**src/rtl/approx_mul_pkg.sv**
```systemverilog
// Shared definitions for the pipelined quadrant-split approximate multiplier.
// Quadrant indices select bits of the per-transaction mode vector.
package approx_mul_pkg;

  localparam int Q_LL = 0;
  localparam int Q_LH = 1;
  localparam int Q_HL = 2;
  localparam int Q_HH = 3;

  typedef logic [3:0] mode_t;

  localparam mode_t MODE_EXACT = 4'b0000;

endpackage

```
**src/rtl/approx_quad_mul.sv**
```systemverilog
// One H x H quadrant product, optionally approximated by zeroing its TRUNC LSBs.
// Purely combinational; the parent registers the result.
module approx_quad_mul #(
  parameter int H     = 4,
  parameter int TRUNC = 2
) (
  input  logic [H-1:0]   x,
  input  logic [H-1:0]   y,
  input  logic           approx,
  output logic [2*H-1:0] p
);

  function automatic logic [2*H-1:0] trunc_lsbs(input logic [2*H-1:0] v);
    logic [2*H-1:0] r;
    r = v;
    for (int i = 0; i < TRUNC; i++) r[i] = 1'b0;
    return r;
  endfunction

  logic [2*H-1:0] w_exact;

  assign w_exact = (2*H)'(x) * (2*H)'(y);
  assign p       = approx ? trunc_lsbs(w_exact) : w_exact;

endmodule

```
**src/rtl/approx_mul_pipe.sv**
```systemverilog
// Two-stage valid/ready approximate multiplier: S1 registers four quadrant products,
// S2 registers their shifted sum. Counts accepted beats that requested approximation.
module approx_mul_pipe
  import approx_mul_pkg::*;
#(
  parameter int W     = 8,
  parameter int TRUNC = 2,
  parameter int CNT_W = 16
) (
  input  logic             clk,
  input  logic             rst,
  input  logic             in_valid,
  output logic             in_ready,
  input  logic [W-1:0]     a,
  input  logic [W-1:0]     b,
  input  mode_t            mode,
  output logic             out_valid,
  input  logic             out_ready,
  output logic [2*W-1:0]   prod,
  output logic [CNT_W-1:0] approx_cnt
);

  localparam int H  = W / 2;
  localparam int PW = 2 * W;

  function automatic logic [CNT_W-1:0] sat_inc(input logic [CNT_W-1:0] c);
    return (&c) ? c : c + CNT_W'(1);
  endfunction

  logic [H-1:0]     w_al, w_ah, w_bl, w_bh;
  logic [2*H-1:0]   w_q_ll, w_q_lh, w_q_hl, w_q_hh;
  logic             w_s1_ready, w_s2_ready, w_accept, w_advance;
  logic [PW-1:0]    w_sum_p1;

  logic [2*H-1:0]   r_q_ll_p1, r_q_lh_p1, r_q_hl_p1, r_q_hh_p1;
  logic             r_vld_p1;
  logic [PW-1:0]    r_prod_p2;
  logic             r_vld_p2;
  logic [CNT_W-1:0] r_cnt;

  assign w_al = a[H-1:0];
  assign w_ah = a[W-1:H];
  assign w_bl = b[H-1:0];
  assign w_bh = b[W-1:H];

  approx_quad_mul #(.H(H), .TRUNC(TRUNC)) u_q_ll (
    .x(w_al), .y(w_bl), .approx(mode[Q_LL]), .p(w_q_ll)
  );
  approx_quad_mul #(.H(H), .TRUNC(TRUNC)) u_q_lh (
    .x(w_al), .y(w_bh), .approx(mode[Q_LH]), .p(w_q_lh)
  );
  approx_quad_mul #(.H(H), .TRUNC(TRUNC)) u_q_hl (
    .x(w_ah), .y(w_bl), .approx(mode[Q_HL]), .p(w_q_hl)
  );
  approx_quad_mul #(.H(H), .TRUNC(TRUNC)) u_q_hh (
    .x(w_ah), .y(w_bh), .approx(mode[Q_HH]), .p(w_q_hh)
  );

  // Ready chain: a stage can take data if it is empty or its contents move on this edge.
  assign w_s2_ready = !r_vld_p2 || out_ready;
  assign w_s1_ready = !r_vld_p1 || w_s2_ready;
  assign in_ready   = w_s1_ready;
  assign w_accept   = in_valid && w_s1_ready;
  assign w_advance  = r_vld_p1 && w_s2_ready;

  // Stage 1: quadrant products
  always_ff @(posedge clk) begin
    if (rst) begin
      r_vld_p1 <= 1'b0;
    end else if (w_s1_ready) begin
      r_vld_p1 <= in_valid;
    end
  end

  always_ff @(posedge clk) begin
    if (w_accept) begin
      r_q_ll_p1 <= w_q_ll;
      r_q_lh_p1 <= w_q_lh;
      r_q_hl_p1 <= w_q_hl;
      r_q_hh_p1 <= w_q_hh;
    end
  end

  assign w_sum_p1 = (PW'(r_q_hh_p1) << W)
                  + ((PW'(r_q_lh_p1) + PW'(r_q_hl_p1)) << H)
                  + PW'(r_q_ll_p1);

  // Stage 2: recombined product; cleared on reset so no stale value is visible
  always_ff @(posedge clk) begin
    if (rst) begin
      r_vld_p2  <= 1'b0;
      r_prod_p2 <= '0;
    end else begin
      if (w_s2_ready) r_vld_p2 <= r_vld_p1;
      if (w_advance)  r_prod_p2 <= w_sum_p1;
    end
  end

  always_ff @(posedge clk) begin
    if (rst) begin
      r_cnt <= '0;
    end else if (w_accept && (mode != MODE_EXACT)) begin
      r_cnt <= sat_inc(r_cnt);
    end
  end

  assign out_valid  = r_vld_p2;
  assign prod       = r_prod_p2;
  assign approx_cnt = r_cnt;

endmodule
```
**config.mk**
```make
export PLATFORM = sky130hd
export DESIGN_NAME = approx_mul_pipe
export DESIGN_NICKNAME = d
export VERILOG_FILES = /design/src/rtl/approx_mul_pkg.sv /design/src/rtl/approx_quad_mul.sv /design/src/rtl/approx_mul_pipe.sv
export SDC_FILE = /design/constraint.sdc
export NUM_CORES = 1
export LEC_CHECK = 0
export BUFFER_PORTS_ARGS = -buffer_cell sky130_fd_sc_hd__buf_4
export CAP_MARGIN = 10
export CORE_ASPECT_RATIO = 1.2
export CORE_MARGIN = 1
export CORE_UTILIZATION = 37
export CTS_BUF_LIST = sky130_fd_sc_hd__clkbuf_16
export CTS_CLUSTER_DIAMETER = 200
export DETAILED_ROUTE_END_ITERATION = 10
export PLACE_DENSITY = 0.67
export RECOVER_POWER = 25
export SKIP_CTS_REPAIR_TIMING = 1
export SLEW_MARGIN = 40
export SYNTH_ARGS = -nofsm -noshare
export SYNTH_HDL_FRONTEND = slang
export SYNTH_SLANG_ARGS = --single-unit
```
**constraint.sdc**
```tcl
create_clock -name clk -period 2.89 [get_ports clk]
set_input_delay 0.1445 -clock clk [delete_from_list [all_inputs] [get_ports clk]]
set_output_delay 0.1445 -clock clk [all_outputs]
set_load 0.05 [all_outputs]
```
==> metrics.md, run 1 <==
| Metric | Value |
|---|---|
| Register area share after synthesis | `0.3355` |
| Layout Utilization | `0.4618` |
| Run status | `complete, but fails checks` |
| GRT Total Usage | `0.1519` |
| Mean post-synth cell area | `9.595 um2` |
| Setup repair after global routing missed its margin | `true` |
| Class of the most critical hold timing path | `in2reg` |
| Post-synth EDFFs | `32` |
| Site Rows | `45` |
| DP HPWL | `7825 um` |
| Clock root buffer master | `clkbuf_16` |
| Met1 Wirelength | `4389 um` |
| Detailed route wirelength on metal3 | `388 um` |
| Post-place setup slack | `-119.8 ps` |
| Vias/cell | `4.948` |
| Count of placed standard cells including taps | `735` |
| DRC violation count after routing | `0` |
| Endpoints failing hold | `0` |
| Maximum number of pins on one net before global-route repair | `39` |
| Via count of the first global-routing pass | `3671` |
| Die Y-Extent | `128.0 um` |
| Cell with the largest stage delay on the worst path | `edfxtp_1` |
| Power per standard cell area | `594.3 mW/mm2` |
| Worst flop-to-flop path endpoint | `prod[13]` |
| Async set or reset register ratio after synthesis | `0` |
| Congestion Overflow GR | `0` |
| Netlist area before placement | `0.004893 mm2` |
| Clock buffer count from CTS | `9` |
| Die area | `0.01369 mm2` |
| H-tree Lvls | `3` |
| Final max-slew violation count | `0` |
| Maximum clock frequency | `334.4 MHz` |
| Antenna violations before repair | `0` |
| Io pins | `58` |
| Final setup slack of the worst path | `-100.2 ps` |
| Tightest Pin Transition | `631.1 ps` |
| Routed length per placed instance | `13.13 um` |
| Area growth from synthesis to layout | `20.61%` |
| MaxCap Viol Count | `0` |
| Post-CTS clock slew at the launch and capture registers of the worst setup and hold paths | `50 ps` |
| Starting density of the core | `0.3829` |
| Leakage | `2.620 nW` |
| Final setup fails | `2` |
| Largest vdd supply drop | `0.0003411 V` |
| Post-synth cell types | `54` |
| Ys Warns | `0` |
| Worst endpoint data arrival time | `3260 ps` |
| Launch instance of the worst min-delay path | `in_valid` |
| Post-synth net total | `619` |
| Reg-to-reg startpoint | `r_q_lh_p1[0]` |
| Category of the most critical setup path | `reg2reg` |
| Critical path startpoint | `r_q_lh_p1[0]` |
| Routed wl met2 | `4883 um` |
| Worst slew margin relative to its limit | `0.5782` |
| Number of design-rule violations left by the first detailed-router iteration | `121` |
| CTS tree | `built` |
| Final min period | `2990 ps` |
| Global-route wire length before repair | `16550 um` |
| Most used flip-flop cell after synthesis | `dfxtp_1` |
| Clock network latency to the later pin of the worst-skew pair | `330 ps` |
| Termination of the worst setup path | `prod[13]` |
| Fraction of layout instances using a drive strength above 1 | `0.1557` |
| Total via count in the routed design | `3736` |
| Count of clock tree sinks | `66` |
| Bufs on Longest Clock Path | `2` |
| Gate count after technology mapping | `510` |
| Post-Route Skew | `4.763 ps` |
| Failing checks | `setup timing` |
| Routed Wire Length | `9916 um` |
| Top layer reached by signal wires | `met4` |
| Antenna Violating Nets Remaining | `0` |
| Endpoint kind of the worst setup timing path | `register` |
| Biggest fanout along the worst timing path | `3` |
| Die width | `107.0 um` |
| Largest stage delay on the critical path | `400 ps` |
| R2r setup slk | `-100 ps` |
| Worst Path Required | `3160 ps` |
| Core region area | `0.01278 mm2` |
| Crit share post-route | `1.035` |
| PortBufs | `57` |
| # diodes | `0` |
| Number of nets in the layout | `695` |
| Crit start category | `register` |
| Non-filler instance count after layout | `755` |
| Register bit count reported by yosys | `66` |
| Final GP Congestion | `0.8664` |
| Cells along the critical path | `ha_2, inv_2, fa_2, nor2b_1, o21ai_1, a21boi_2, o31a_1, o22a_1, ha_4, buf_6, a21oi_4, buf_4, o311ai_4, o21ai_2, or4_1, nand3_1` |
| Number of detailed-routing iterations run before antenna repair | `5` |
| Worst reg2reg path depth | `16` |
worst min-delay path by stage:
stage / end / depth (start not counted)
detailed placement: r_vld_p1 / 3
floorplan: r_vld_p1 / 2
finish: r_vld_p1 / 3
global route: r_vld_p1 / 3
CTS: r_vld_p1 / 3
global placement: r_vld_p1 / 3
per-layer routing:
metal | up-vias | track usage
li1 | 1923 | -
met1 | 1707 | 0.1785
met2 | 84 | 0.2630
met3 | 22 | 0.02949
met4 | 0 | 0.07575
met5 | - | 0
final cells by class:
type / instances / area [um2]
tap: 164 / 205.2
sequential: 66 / 1642
inverter: 44 / 165.2
timing repair buffer: 74 / 476.7
multi-input combinational: 391 / 3151
fill: 1211 / 6879
clock buffer: 9 / 225.2
clock inverter: 7 / 37.54
synthesized netlist by cell type (all sizes together), types with 3 or more instances:
cell	n	area share
nor2b	8	0.010
xor2	4	0.0072
xnor2	29	0.052
nand4	3	0.0051
nor4b	3	0.0054
clkbuf	7	0.0054
o21bai	6	0.0092
edfxtp	32	0.20
nand3	13	0.013
a2111oi	4	0.011
nor4	4	0.0051
o21ai	11	0.011
fa	18	0.074
inv	44	0.034
nor2	36	0.028
nor3	6	0.0072
and2	51	0.065
dfxtp	34	0.14
nand2	45	0.035
or4	3	0.0046
ha	67	0.17
a21oi	35	0.036
mux2	3	0.0077
a21o	10	0.016
a211oi	6	0.0092
report_power, final:
group,internal (W),total [W],leakage [nW],switching [W]
registers,0.00110,0.00116,0.598,0.0000517
clock network,0.000567,0.000940,0.130,0.000373
logic,0.000599,0.00141,1.89,0.000813
sequential cells by signal, indices dropped and copies added (netlist names):
name	cells
approx_cnt	16
out_valid	1
prod	16
r_q_hh_p1	8
r_q_hl_p1	8
r_q_lh_p1	8
r_q_ll_p1	8
r_vld_p1	1
through the flow:
step                      power (W)  TNS (ps)  hold WS, ps  area (um2)
after floorplan            0.002096         0        274.0        4906
after global placement     0.002425    -59.80        406.1        5603
after detailed placement   0.002458    -210.7        414.1        5603
after CTS                  0.003427    -272.3        62.11        5866
after global routing       0.003763    -876.4        98.02        5902
final                      0.003508    -164.7        74.04        5902
kinds of logic (layout without fill, tap and decap cells):
kind of cell / count (synthesis) / in the layout / synth area share
fa+ha+maj: 85 / 85 / 0.2450
compound gates: 87 / 87 / 0.1163
xor+xnor: 33 / 33 / 0.05906
flops: 66 / 66 / 0.3355
mux: 5 / 5 / 0.01176
buf+inv: 53 / 134 / 0.04065
simple gates: 181 / 181 / 0.1918
worst max-delay path, delay by kind of cell (launching register included):
kind | cells | cell delay (ps)
AO/OA/AOI/OAI | 7 | 1040
adder cells (fa/ha/maj) | 3 | 680
buffers and inverters | 3 | 300
flip-flops | 1 | 400
AND/OR/NAND/NOR | 3 | 510
layout by cell type (no fill, tap or decap), types with 23 or more instances in the layout:
cell type	n
clkbuf_1	23
xnor2_1	29
and2_1	47
inv_1	43
edfxtp_1	32
dfxtp_1	34
nand2_1	45
nor2_1	36
ha_1	65
buf_4	49
a21oi_1	34
Power figures use the tool's default switching activity.
==> run 2, diff against run 1 <==
CAP_MARGIN = 20   (was 10)
CELL_PAD_IN_SITES_DETAIL_PLACEMENT = 0   (was default)
CELL_PAD_IN_SITES_GLOBAL_PLACEMENT = 1   (was default)
CORE_ASPECT_RATIO = 0.7   (was 1.2)
PLACE_DENSITY = 0.8   (was 0.67)
==> run 2 against run 1 <==
The flow still finishes with violations (setup timing). Clock skew rose by 2.2 ps. Sequential share of layout area fell by 0.31 points. Utilization rose by 1.1 points. Die area barely moved. Sequential cell count did not move. Total power rose by 5.4%. Clock power rose by 9%. First-iteration DRC count rose by 31%. Global-route usage rose by 1.1 points. Via count rose by 2.4%. Non-clock buffer count rose by 2. Critical path type unchanged. Largest power group unchanged. Highest routed layer unchanged.
==> metrics.md, run 2 (synthesis results as in run 1) <==
| Metric | Value |
|---|---|
| Most common cell after layout, fill and taps aside | `ha_1` |
| Starting density of the core | `0.3873` |
| Final max-slew violation count | `0` |
| Crit share post-route | `1.015` |
| Tightest Pin Transition | `664.6 ps` |
| Final min period | `2935 ps` |
| Final setup fails | `2` |
| Worst Hold Path Cells | `3` |
| Class of the most critical hold timing path | `in2reg` |
| Die area | `0.01370 mm2` |
| Largest stage delay on the critical path | `400 ps` |
| Area growth from synthesis to layout | `21.99%` |
| Worst endpoint data arrival time | `3210 ps` |
| Bufs on Longest Clock Path | `2` |
| Via count of the first global-routing pass | `3694` |
| Launch instance of the worst min-delay path | `in_valid` |
| Number of nets in the layout | `697` |
| Fraction of layout instances using a drive strength above 1 | `0.1653` |
| Biggest fanout along the worst timing path | `2` |
| Antenna Violating Nets Remaining | `0` |
| Leakage | `2.642 nW` |
| Clock network latency to the later pin of the worst-skew pair | `330 ps` |
| Endpoint kind of the worst setup timing path | `register` |
| CTS tree | `built` |
| H-tree Lvls | `3` |
| Congestion Overflow GR | `0` |
| Failing checks | `setup timing` |
| Global-route wire length before repair | `17600 um` |
| Reg-to-reg startpoint | `r_q_hl_p1[0]` |
| Crit start category | `register` |
| Final setup slack of the worst path | `-44.77 ps` |
| Worst reg2reg path depth | `14` |
| Io pins | `58` |
| GRT Total Usage | `0.1627` |
| Clock root buffer master | `clkbuf_16` |
| Final GP Congestion | `0.8228` |
| Power per standard cell area | `619.4 mW/mm2` |
| R2r setup slk | `-40 ps` |
| Largest vdd supply drop | `0.0003279 V` |
| Run status | `complete, but fails checks` |
| Endpoints failing hold | `0` |
| Total via count in the routed design | `3827` |
| Core region area | `0.01263 mm2` |
| Post-route cell area | `0.005969 mm2` |
| PortBufs | `57` |
| Number of design-rule violations left by the first detailed-router iteration | `159` |
| MaxCap Viol Count | `0` |
| Cell mode on critical path | `o21ai_2` |
| Count of clock tree sinks | `66` |
| Number of detailed-routing iterations run before antenna repair | `4` |
| Category of the most critical setup path | `reg2reg` |
| Post-CTS clock slew at the launch and capture registers of the worst setup and hold paths | `50 ps` |
| Worst slew margin relative to its limit | `0.5558` |
| Site Rows | `34` |
| Vias/cell | `5.062` |
| Cells along the critical path | `ha_2, inv_2, fa_2, nor2b_2, o21ai_2, a21boi_2, o31a_1, o22a_1, ha_4, o21ai_2, o311ai_4, o21ai_1, or4_1, nand3_1` |
| Die Y-Extent | `98.22 um` |
| Worst Path Required | `3170 ps` |
| Total power | `0.003698 W` |
| Clock buffer count from CTS | `9` |
| Cell with the largest stage delay on the worst path | `edfxtp_1` |
| Routed Wire Length | `10800 um` |
| Endpoint of the worst hold-timing path | `r_vld_p1` |
| Die width | `139.5 um` |
| Most frequent cells in the layout | `ha_1, buf_4, and2_1` |
| DP HPWL | `8282 um` |
| Worst flop-to-flop path endpoint | `prod[13]` |
| Post-Route Skew | `6.998 ps` |
| Setup repair after global routing missed its margin | `true` |
| Routed length per placed instance | `14.29 um` |
| Maximum number of pins on one net before global-route repair | `39` |
| DRC violation count after routing | `0` |
| Placed Instance Area | `0.005608 mm2` |
| Antenna violations before repair | `0` |
| Maximum clock frequency | `340.7 MHz` |
[run 2: layout make-up]
| class | instances | area [um2] |
|---|---|---|
| fillers | 1202 | 6665 |
| multi-input cells | 391 | 3191 |
| flip-flops and latches | 66 | 1642 |
| repair buffers | 76 | 488.0 |
| clock buffers | 9 | 225.2 |
| well taps | 162 | 202.7 |
| inverters | 44 | 165.2 |
| clock inverters | 7 | 53.80 |
| diodes | 1 | 2.502 |
[run 2: metal layers]
metal	track usage	routed length, um	up-vias	share of wire
met3	0.03727	370	5	0.034
met4	0.04530	75	0	0.0069
met5	0	0	-	0
li1	-	-	1924	-
met2	0.2671	5061	60	0.47
met1	0.2147	5294	1838	0.49
[run 2: how the worst max path moves through the flow]
stage,cells after the start,from,slack (ps),to
2_1_floorplan,14,r_q_lh_p1[0],20,prod[13]
3_3_place_gp,14,r_q_lh_p1[0],-30,prod[13]
3_5_place_dp,14,r_q_hl_p1[0],-110,prod[13]
4_1_cts,14,r_q_hl_p1[0],-130,prod[13]
5_1_grt,14,r_q_hl_p1[0],-210,prod[13]
6_report,14,r_q_hl_p1[0],-40,prod[13]
[run 2: power by group]
| part | total (W) | internal (W) | switching, W |
|---|---|---|---|
| logic | 0.00152 | 0.000649 | 0.000871 |
| clock network | 0.00102 | 0.000649 | 0.000371 |
| registers | 0.00116 | 0.00110 | 0.0000534 |
| total | 0.00370 | 0.00240 | 0.00130 |
[run 2: critical path, delay by kind of cell, from the launching register on]
family                   cells  cell delay [ps]
buffers and inverters        1               50
flip-flops                   1              400
AO/OA/AOI/OAI                7             1200
adder cells (fa/ha/maj)      3              710
AND/OR/NAND/NOR              3              520
[run 2: per-stage QoR]
stage	hold slack [ps]	util	instances	setup TNS (ps)	setup WS, ps
after floorplan	274.0	-	510	0	19.64
after global routing	81.75	0.4723	755	-791.3	-210.3
final	85.84	0.4725	756	-64.05	-44.77
after detailed placement	420.9	0.4439	734	-206.9	-107.6
after CTS	72.08	0.4659	750	-267.6	-129.1
after global placement	420.9	0.4439	734	-28.70	-28.70
